File: src/rtl/bit_serializer_pkg.sv
// Shared definitions for the bit_serializer slice: FSM state encoding,
// default word width and the bit-counter width helper.
package serializer_pkg;

  localparam int unsigned DEFAULT_WIDTH = 8;

  typedef enum logic [1:0] {
    ST_IDLE   = 2'b00,
    ST_SHIFT  = 2'b01,
    ST_PARITY = 2'b10
  } ser_state_t;

  // Width of a counter that must reach width-1; never narrower than one bit.
  function automatic int unsigned count_width(input int unsigned width);
    return (width < 2) ? 1 : $clog2(width);
  endfunction

endpackage

File: src/rtl/bit_serializer_counter.sv
// bit_counter: up-counter with synchronous clear, enable and a terminal-count
// flag. It holds at TERMINAL instead of wrapping.
module bit_counter #(
  parameter int unsigned CW       = 3,
  parameter int unsigned TERMINAL = 7
) (
  input  logic          clk,
  input  logic          rst,
  input  logic          clr,
  input  logic          en,
  output logic [CW-1:0] count,
  output logic          tc
);

  localparam logic [CW-1:0] TC_VAL = CW'(TERMINAL);

  // Count register: clear wins over enable, saturates at the terminal value.
  always_ff @(posedge clk or posedge rst) begin
    if (rst)
      count <= '0;
    else if (clr)
      count <= '0;
    else if (en && !tc)
      count <= count + 1'b1;
  end

  assign tc = (count == TC_VAL);

endmodule

File: src/rtl/bit_serializer.sv
// bit_serializer: parallel-in, serial-out stage feeding the consecutive-ones
// detector. Accepts a WIDTH-bit word on a valid/ready handshake and shifts it
// out one bit per clock, streaming back-to-back words without a gap bit.
// Optional feature macro: BIT_SERIALIZER_PARITY_EN appends an even-parity bit
// after each word and moves frame_done to that parity cycle.
module bit_serializer
  import serializer_pkg::*;
#(
  parameter int unsigned WIDTH     = DEFAULT_WIDTH,
  parameter bit          LSB_FIRST = 1'b0
) (
  input  logic             clk,
  input  logic             rst,
  input  logic             load_valid,
  input  logic [WIDTH-1:0] load_data,
  output logic             load_ready,
  output logic             serial_out,
  output logic             serial_valid,
  output logic             frame_done
);

  localparam int unsigned CW = count_width(WIDTH);

  ser_state_t       state;
  ser_state_t       state_nxt;
  logic [WIDTH-1:0] shreg;
  logic [CW-1:0]    bit_cnt;
  logic             last_bit;
  logic             accept;
  logic             cnt_clr;
  logic             cnt_en;

`ifdef BIT_SERIALIZER_PARITY_EN
  logic             par_bit;
`endif

  // load_ready is decoded from registered state only, so accept carries no
  // path from load_valid back to any output.
  assign accept  = load_valid && load_ready;
  assign cnt_en  = (state == ST_SHIFT);
  assign cnt_clr = accept || ((state == ST_SHIFT) && last_bit);

  bit_counter #(
    .CW       (CW),
    .TERMINAL (WIDTH - 1)
  ) u_bit_counter (
    .clk   (clk),
    .rst   (rst),
    .clr   (cnt_clr),
    .en    (cnt_en),
    .count (bit_cnt),
    .tc    (last_bit)
  );

  // State register.
  always_ff @(posedge clk or posedge rst) begin
    if (rst)
      state <= ST_IDLE;
    else
      state <= state_nxt;
  end

  // Shift register: capture on handshake, otherwise shift while in SHIFT.
  always_ff @(posedge clk or posedge rst) begin
    if (rst)
      shreg <= '0;
    else if (accept)
      shreg <= load_data;
    else if (state == ST_SHIFT)
      shreg <= LSB_FIRST ? (shreg >> 1) : (shreg << 1);
  end

`ifdef BIT_SERIALIZER_PARITY_EN
  // Even-parity bit of the captured word, sent after the last data bit.
  always_ff @(posedge clk or posedge rst) begin
    if (rst)
      par_bit <= 1'b0;
    else if (accept)
      par_bit <= ^load_data;
  end
`endif

  // Next-state and output decode. Where load_ready is 1, load_valid alone
  // decides acceptance, keeping this block free of a self-referencing loop.
  always_comb begin
    state_nxt    = state;
    load_ready   = 1'b0;
    serial_out   = 1'b0;
    serial_valid = 1'b0;
    frame_done   = 1'b0;
    unique case (state)
      ST_IDLE: begin
        load_ready = 1'b1;
        if (load_valid)
          state_nxt = ST_SHIFT;
      end
      ST_SHIFT: begin
        serial_valid = 1'b1;
        serial_out   = LSB_FIRST ? shreg[0] : shreg[WIDTH-1];
        if (last_bit) begin
`ifdef BIT_SERIALIZER_PARITY_EN
          state_nxt = ST_PARITY;
`else
          frame_done = 1'b1;
          load_ready = 1'b1;
          state_nxt  = load_valid ? ST_SHIFT : ST_IDLE;
`endif
        end
      end
`ifdef BIT_SERIALIZER_PARITY_EN
      ST_PARITY: begin
        serial_valid = 1'b1;
        serial_out   = par_bit;
        frame_done   = 1'b1;
        load_ready   = 1'b1;
        state_nxt    = load_valid ? ST_SHIFT : ST_IDLE;
      end
`endif
      default: begin
        state_nxt = ST_IDLE;
      end
    endcase
  end

endmodule

File: config.mk
export PLATFORM = sky130hd
export DESIGN_NAME = bit_serializer
export DESIGN_NICKNAME = d
export VERILOG_FILES = /design/src/rtl/bit_serializer_pkg.sv /design/src/rtl/bit_serializer_counter.sv /design/src/rtl/bit_serializer.sv
export SDC_FILE = /design/constraint.sdc
export NUM_CORES = 1
export LEC_CHECK = 0
export CAP_MARGIN = 30
export CORE_UTILIZATION = 44
export DETAILED_ROUTE_END_ITERATION = 6
export PLACE_DENSITY_LB_ADDON = 0.05
export SYNTH_ARGS = -nofsm -noshare
export SYNTH_HDL_FRONTEND = slang
export SYNTH_HIERARCHICAL = 1
export SYNTH_SLANG_ARGS = --single-unit
File: constraint.sdc
create_clock -name clk -period 1.7 [get_ports clk]
set_clock_uncertainty 0.2 [all_clocks]
set_input_delay 0.425 -clock clk [delete_from_list [all_inputs] [get_ports clk]]
set_output_delay 0.425 -clock clk [all_outputs]
set_load 0.01 [all_outputs]
==> results of run 1 <==
## per-layer routing
| metal | share of wire, % | routed length [um] | GRT usage [%] | vias up |
|---|---|---|---|---|
| li1 | - | - | - | 300 |
| met1 | 48 | 687 | 25.2 | 281 |
| met2 | 46 | 658 | 30.0 | 15 |
| met3 | 5.0 | 72 | 6.47 | 2 |
| met4 | 0.91 | 13 | 5.00 | 0 |
| met5 | 0 | 0 | 0 | - |
## cell families after synthesis
logic type,Yosys count,share of synthesized area (%)
AO/OA/AOI/OAI,17,12.9
adder cells (fa/ha/maj),2,3.44
buffers and inverters,7,8.61
flip-flops,12,41.3
multiplexers,10,14.6
AND/OR/NAND/NOR,20,19.1
## layout make-up
type	count	share of cell area [%]
repair buffers	27	24.7
multi-input cells	49	39.9
inverters	2	0.759
flip-flops and latches	12	30.3
clock buffers	3	2.28
well taps	16	2.02
## stage by stage
stage,TNS [ns],power [mW],util [%],instance area [um^2]
2_1_floorplan,0,0.879,-,739
3_3_place_gp,-1.79,1.07,59.4,905
3_5_place_dp,-1.78,1.08,59.4,905
4_1_cts,-0.574,1.30,63.5,967
5_1_grt,-0.744,1.45,64.9,990
6_report,-0.471,1.33,64.9,990
## power by group through the flow
stage                     clock network, mW  logic, mW  registers (mW)
after floorplan                           0      0.425           0.454
after global placement                    0      0.608           0.462
after detailed placement                  0      0.618           0.465
after CTS                             0.172      0.673           0.457
after global routing                  0.183      0.795           0.470
final                                 0.161      0.709           0.458
## sequential cells by signal, indices dropped and copies added, names as in the netlist
register,flops
state,1
shreg,8
u_bit_counter/count,3
## worst paths after layout
check	startpoint	to	slack, ns	cells after the start
worst max-delay path	u_bit_counter/count[0]	load_ready	-0.17	4
worst min-delay path	rst	u_bit_counter/count[0]	0.15	2
worst max register to register	u_bit_counter/count[0]	u_bit_counter/count[2]	-0.06	6
worst min register to register	shreg[6]	shreg[7]	0.30	2
max in group asynchronous	rst	shreg[2]	0.78	2
min in group clk	shreg[6]	shreg[7]	0.30	2
## layout by cell type, fill, tap and decap left out
cell type         n
buf_4            12
dfrtp_1          12
o21ai_1          10
clkdlybuf4s50_1  10
mux2i_1           8
and3_1            7
a31oi_1           7
nand2b_1          3
clkbuf_4          3
buf_6             3
mux2_4            2
inv_1             2
clkdlybuf4s15_1   2
nand4bb_1         2
nand2_2           1
nand3_1           1
nand2b_4          1
and2_4            1
and2_1            1
nor2b_4           1
nor2b_1           1
nor2_2            1
ha_4              1
ha_2              1
## timing repair
item | 4_1_cts | 5_1_grt
resized for setup | 17 | 3
endpoints found under the setup margin | 7 | 7
setup buffers | 3 | 2
endpoints found under the hold margin | 0 | 0
pin swaps | 1 | 1
==> out/results.md, run 1 <==
| Quantity | Reported |
| --- | --- |
| Total of flip-flops plus latches after synthesis | 12 |
| Fill cell instance count of the final layout | 122 |
| FF+latch area | 300 um^2 |
| Power share of the sequential group | 34.5% |
| # setup viols final | 5 |
| Level count of the clock H-tree | 1 |
| Largest stage delay on the critical path | 0.38 ns |
| Number of buffers inserted for hold repair after clock tree synthesis | 0 |
| Startpoint kind of the worst setup timing path | flip-flop |
| Dominant cell by count in the synthesized netlist | dfrtp_1 |
| Grt ovf | 0 |
| Via-per-instance ratio | 5.49 |
| Critical path data arrival time | 1.24 ns |
| Final critical delay including setup and external delays | 1.87 ns |
| Count of nets after finishing | 108 |
| Ratio of final minimum period to clock period | 110% |
| Vias post-DR | 598 |
| Switching power as a share of total power | 32.7% |
| Class of the worst hold path | in -> async |
| Post-route worst setup slack | -0.165 ns |
| HPWL after DPL | 1040 um |
| Die outline area | 1820 um^2 |
| Number of synthesized flops with an enable pin | 0 |
| Number of hold-slack violations in the final timing report | 0 |
| Number of remaining DRC errors | 0 |
| Filler-free cell count of the finished design | 109 |
| Top flip-flop cell by instance count after synthesis | dfrtp_1 |
| Required arrival time at the worst endpoint | 1.07 ns |
| Count of routing violations after the opening detailed-route iteration | 7 |
| Final antenna diode count | 0 |
| Area growth from synthesis to layout | 36.1% |
| Clock tree from TritonCTS | done |
| Pin count of the biggest net entering global routing | 20 |
| Total internal power | 0.893 mW |
| WS Path Type | reg -> out |
| Synth top cells by count | 12 x dfrtp_1, 10 x o21ai_1, 8 x mux2i_1 |
| Ratio of cells with drive above 1 in the final layout | 29.0% |
| First-pass iteration count of the detailed router | 4 |
| Final-layout worst hold slack | 0.153 ns |
| Clock Power Share | 12.1% |
| GR Util All Layers | 19.2% |
| Leading post-synthesis cells by cell area | dfrtp_1 41%, mux2i_1 11%, o21ai_1 6.9% |
| Transition time at the pin with the least slew margin | 0.365 ns |
| Final antenna-violating net count | 0 |
| Warnings, synthesis | 6 |
| Synth top area share | 41.3% |
| Combinational group share of total power | 53.4% |
| CP Max Fanout | 3 |
| VDD IR max | 848 uV |
| Wire length of the first global-routing pass | 2590 um |
| Number of instances in the placed design | 101 |
| Starting Density | 47.7% |
| CP bufs+invs | 1 |
| Post-synth ARST share | 100% |
| Number of distinct library cells after synthesis | 21 |
| Synth area leader | dfrtp_1 |
| Cell class contributing the biggest share of worst-path delay | flip-flops |
| Count of input and output buffers | 14 |
| Final weighted congestion in routability-driven placement | 0.735 |
| Multi-input combinational cell area | 395 um^2 |
| Combined area of all synthesized cells | 727 um^2 |
| Average cell area after synthesis | 10.7 um^2 |
| Num CTS Buffers | 3 |
| Wirelength per Cell | 13.1 um |
| Static power due to leakage | 0.488 nW |
| Via count of the first global-routing pass | 630 |
| Run status | finished with violations |
| Cell chain of the critical path | ha_2 > ha_4 > nand2b_4 > buf_6 |
| Switching pwr | 0.435 mW |
| Die height | 42.6 um |
| Power density over cell area | 1340 nW/um^2 |
| Violations in the final reports | setup timing |
| Sequential fraction of the synthesis area | 41.3% |
| Post-Place Setup Slack | -0.305 ns |
| Max cap viols | 0 |
| Post-Syn Instances | 68 |
| Number of pins exceeding their max-slew limit in the final report | 0 |
| Endpoint class of the critical path | output port |
| Clock latency on the worst-skew pair | 0.26 ns |
| Chip Width | 42.6 um |
| Reg clk slew, reported paths | 0.06 ns |
| Row count | 14 |
| Unrepaired setup endpoints after global routing | yes |
| Slew margin rel. | 75.6% |
| Buffer cell driving the clock tree root | clkbuf_4 |
| TritonCTS sink count | 12 |
| Area of the core | 1520 um^2 |
| Cell at the slowest stage of the critical path | dfrtp_1 |
| Antenna violations before repair | 0 |
| Synthesized net count | 81 |
| Number of top-level pins | 15 |
| Maximum number of buffers from clock root to sink | 2 |
| Total Routed Length | 1430 um |
| Top achievable clock speed | 536 MHz |
Power figures use the tool's default switching activity.
==> run 2: changes to the inputs <==
--- a/config.mk
+++ b/config.mk
@@ -9,6 +9,7 @@
 export CORE_UTILIZATION = 44
 export DETAILED_ROUTE_END_ITERATION = 6
 export PLACE_DENSITY_LB_ADDON = 0.05
+export REMOVE_ABC_BUFFERS = 1
 export SYNTH_ARGS = -nofsm -noshare
 export SYNTH_HDL_FRONTEND = slang
 export SYNTH_HIERARCHICAL = 1
==> run 2 against run 1 <==
Net effect:
- the flow still finishes with violations (setup timing)
- largest cell class unchanged
- first-iteration DRC count up 14%
- fmax down 1.4%
- design area up 1.4%
- global-route usage up 0.21 points
- largest power group unchanged
- critical endpoint is now frame_done
==> out/results.md, run 2 (same netlist as run 1, synthesis figures left out) <==
| Quantity | Reported | vs previous |
| --- | --- | --- |
| Final antenna-violating net count | 0 | unchanged |
| Wirelength per Cell | 13.0 um | -0.77% |
| Number of hold-slack violations in the final timing report | 0 | unchanged |
| HPWL after DPL | 1060 um | +2.0% |
| Post-layout power | 1.37 mW | +2.9% |
| Total Routed Length | 1430 um | +0.14% |
| Transition time at the pin with the least slew margin | 0.365 ns | -0.0000587 ns |
| Count of input and output buffers | 14 | unchanged |
| Met3 capacity usage during global routing | 4.31% | -2.2 points |
| Number of instances in the placed design | 104 | +3.0% |
| Number of buffers inserted for hold repair after clock tree synthesis | 0 | unchanged |
| Multi-input combinational cell area | 403 um^2 | +1.9% |
| Number of pins exceeding their max-slew limit in the final report | 0 | unchanged |
| Count of nets after finishing | 108 | unchanged |
| Class of the worst hold path | in -> async |  |
| Reg clk slew, reported paths | 0.07 ns | about the same |
| Vias post-DR | 600 | +0.33% |
| Required arrival time at the worst endpoint | 1.07 ns | about the same |
| Row count | 14 | unchanged |
| # setup viols final | 5 | unchanged |
| Register with the most flip-flops | shreg |  |
| Area growth from synthesis to layout | 38.0% |  |
| Pin count of the biggest net entering global routing | 12 | -40% |
| WS Path Type | reg -> out |  |
| Final core area utilization | 65.8% | +0.90 points |
| Top achievable clock speed | 529 MHz | -1.4% |
| Num CTS Buffers | 3 | unchanged |
| Starting Density | 47.7% | unchanged |
| First-pass iteration count of the detailed router | 4 | unchanged |
| Slew margin rel. | 75.6% | about the same |
| Via-per-instance ratio | 5.45 | -0.58% |
| Post-route worst setup slack | -0.191 ns | -0.0257 ns |
| Grt ovf | 0 | unchanged |
| GR Util All Layers | 19.4% | +0.21 points |
| Largest stage delay on the critical path | 0.39 ns | about the same |
| Registers with the most flip-flops | shreg x8, u_bit_counter/count x3, state x1 |  |
| Area of the core | 1520 um^2 | unchanged |
| Global-route met2 utilization | 32.4% | +2.4 points |
| Clock latency on the worst-skew pair | 0.27 ns | about the same |
| VDD IR max | 819 uV | -3.4% |
| Endpoint class of the critical path | output port |  |
| Chip Width | 42.6 um | unchanged |
| Ratio of cells with drive above 1 in the final layout | 31.9% | +2.9 points |
| Static power due to leakage | 0.490 nW | +0.46% |
| Most Used Layer, Global Route | met2 |  |
| Die outline area | 1820 um^2 | unchanged |
| Die height | 42.6 um | unchanged |
| CP Max Fanout | 3 | unchanged |
| Final-layout worst hold slack | 0.158 ns | +0.00489 ns |
| Unrepaired setup endpoints after global routing | yes |  |
| Count of routing violations after the opening detailed-route iteration | 8 | +1 |
| Buffer cell driving the clock tree root | clkbuf_4 |  |
| Final antenna diode count | 0 | unchanged |
| Final weighted congestion in routability-driven placement | 0.775 | +5.4% |
| Fill cell instance count of the final layout | 134 | +9.8% |
| Violations in the final reports | setup timing |  |
| FF+latch area | 302 um^2 | +0.42% |
| Maximum number of buffers from clock root to sink | 2 | unchanged |
| Startpoint kind of the worst setup timing path | flip-flop |  |
| Number of remaining DRC errors | 0 | unchanged |
| Number of flip-flops in the largest register | 8 | unchanged |
| Post-Place Setup Slack | -0.380 ns | -0.0749 ns |
| Via count of the first global-routing pass | 611 | -3.0% |
| Met1 global-route usage | 24.0% | -1.2 points |
| Run status | finished with violations |  |
| Final critical delay including setup and external delays | 1.89 ns | +0.0257 ns |
| Power density over cell area | 1360 nW/um^2 | +1.5% |
| Cell chain of the critical path | ha_2 > ha_4 > and2_1 > buf_2 |  |
| Level count of the clock H-tree | 1 | unchanged |
| Wire length of the first global-routing pass | 2660 um | +2.7% |
| Cell at the slowest stage of the critical path | dfrtp_1 |  |
| Ratio of final minimum period to clock period | 111% | +1.5 points |
| Number of top-level pins | 15 | unchanged |
| Clock tree from TritonCTS | done |  |
| Final instance area | 1000 um^2 | +1.4% |
| Worst-case register-to-register setup slack | -0.11 ns | -0.05 ns |
| Antenna violations before repair | 0 | unchanged |
| Critical path data arrival time | 1.27 ns | +0.03 ns |
| Reg-to-reg critical path endpoint | u_bit_counter/count[1] |  |
| Max cap viols | 0 | unchanged |
| Filler-free cell count of the finished design | 110 | +0.92% |
| Worst r2r src | u_bit_counter/count[1] |  |
| Register-to-Register Path Depth | 7 | +1 |
| Setup TNS | -0.672 ns | -0.201 ns |
| TritonCTS sink count | 12 | unchanged |
| Most frequent cells in the layout | 11 x buf_4, 11 x dfrtp_1, 10 x o21ai_1, 10 x clkdlybuf4s50_1, 8 x mux2i_1 |  |
| Placement-stage cell area | 915 um^2 | +1.1% |
[run 2: worst max path at each step]
stage | from | to | slack, ns | depth (start not counted)
2_1_floorplan | u_bit_counter/count[0] | u_bit_counter/count[1] | -0.02 | 5
3_3_place_gp | u_bit_counter/count[0] | load_ready | -0.36 | 4
3_5_place_dp | u_bit_counter/count[0] | load_ready | -0.38 | 4
4_1_cts | u_bit_counter/count[1] | load_ready | -0.21 | 4
5_1_grt | u_bit_counter/count[1] | frame_done | -0.23 | 4
6_report | u_bit_counter/count[1] | frame_done | -0.19 | 4
[run 2: where the power goes]
part	internal, mW	switching [mW]	total, mW
Sequential	0.396	0.0667	0.463
Clock	0.130	0.0921	0.222
Combinational	0.401	0.281	0.682
[run 2: cell type report]
| class | instances | share of cell area (%) |
|---|---|---|
| Multi-Input combinational cell | 49 | 40.1 |
| Sequential cell | 12 | 30.0 |
| Timing Repair Buffer | 27 | 23.4 |
| Clock buffer | 4 | 3.62 |
| Tap cell | 16 | 2.00 |
| Inverter | 2 | 0.748 |
[run 2: metal layers]
| layer | part of all wire [%] | vias to the layer above |
|---|---|---|
| li1 | - | 302 |
| met5 | 0 | - |
| met1 | 49 | 286 |
| met4 | 0.63 | 0 |
| met3 | 3.6 | 2 |
| met2 | 46 | 10 |
[run 2: repair_timing]
item,CTS,global route
gates resized for setup,22,2
pin swaps,2,1
setup buffers,2,0
endpoints found under the setup margin,7,13
[run 2: critical path: cells and delay by family (launching register included)]
kind	cells	cell delay (ns)
buffers and inverters	1	0.13
adder cells (fa/ha/maj)	2	0.36
flip-flops	1	0.39
AND/OR/NAND/NOR	1	0.13
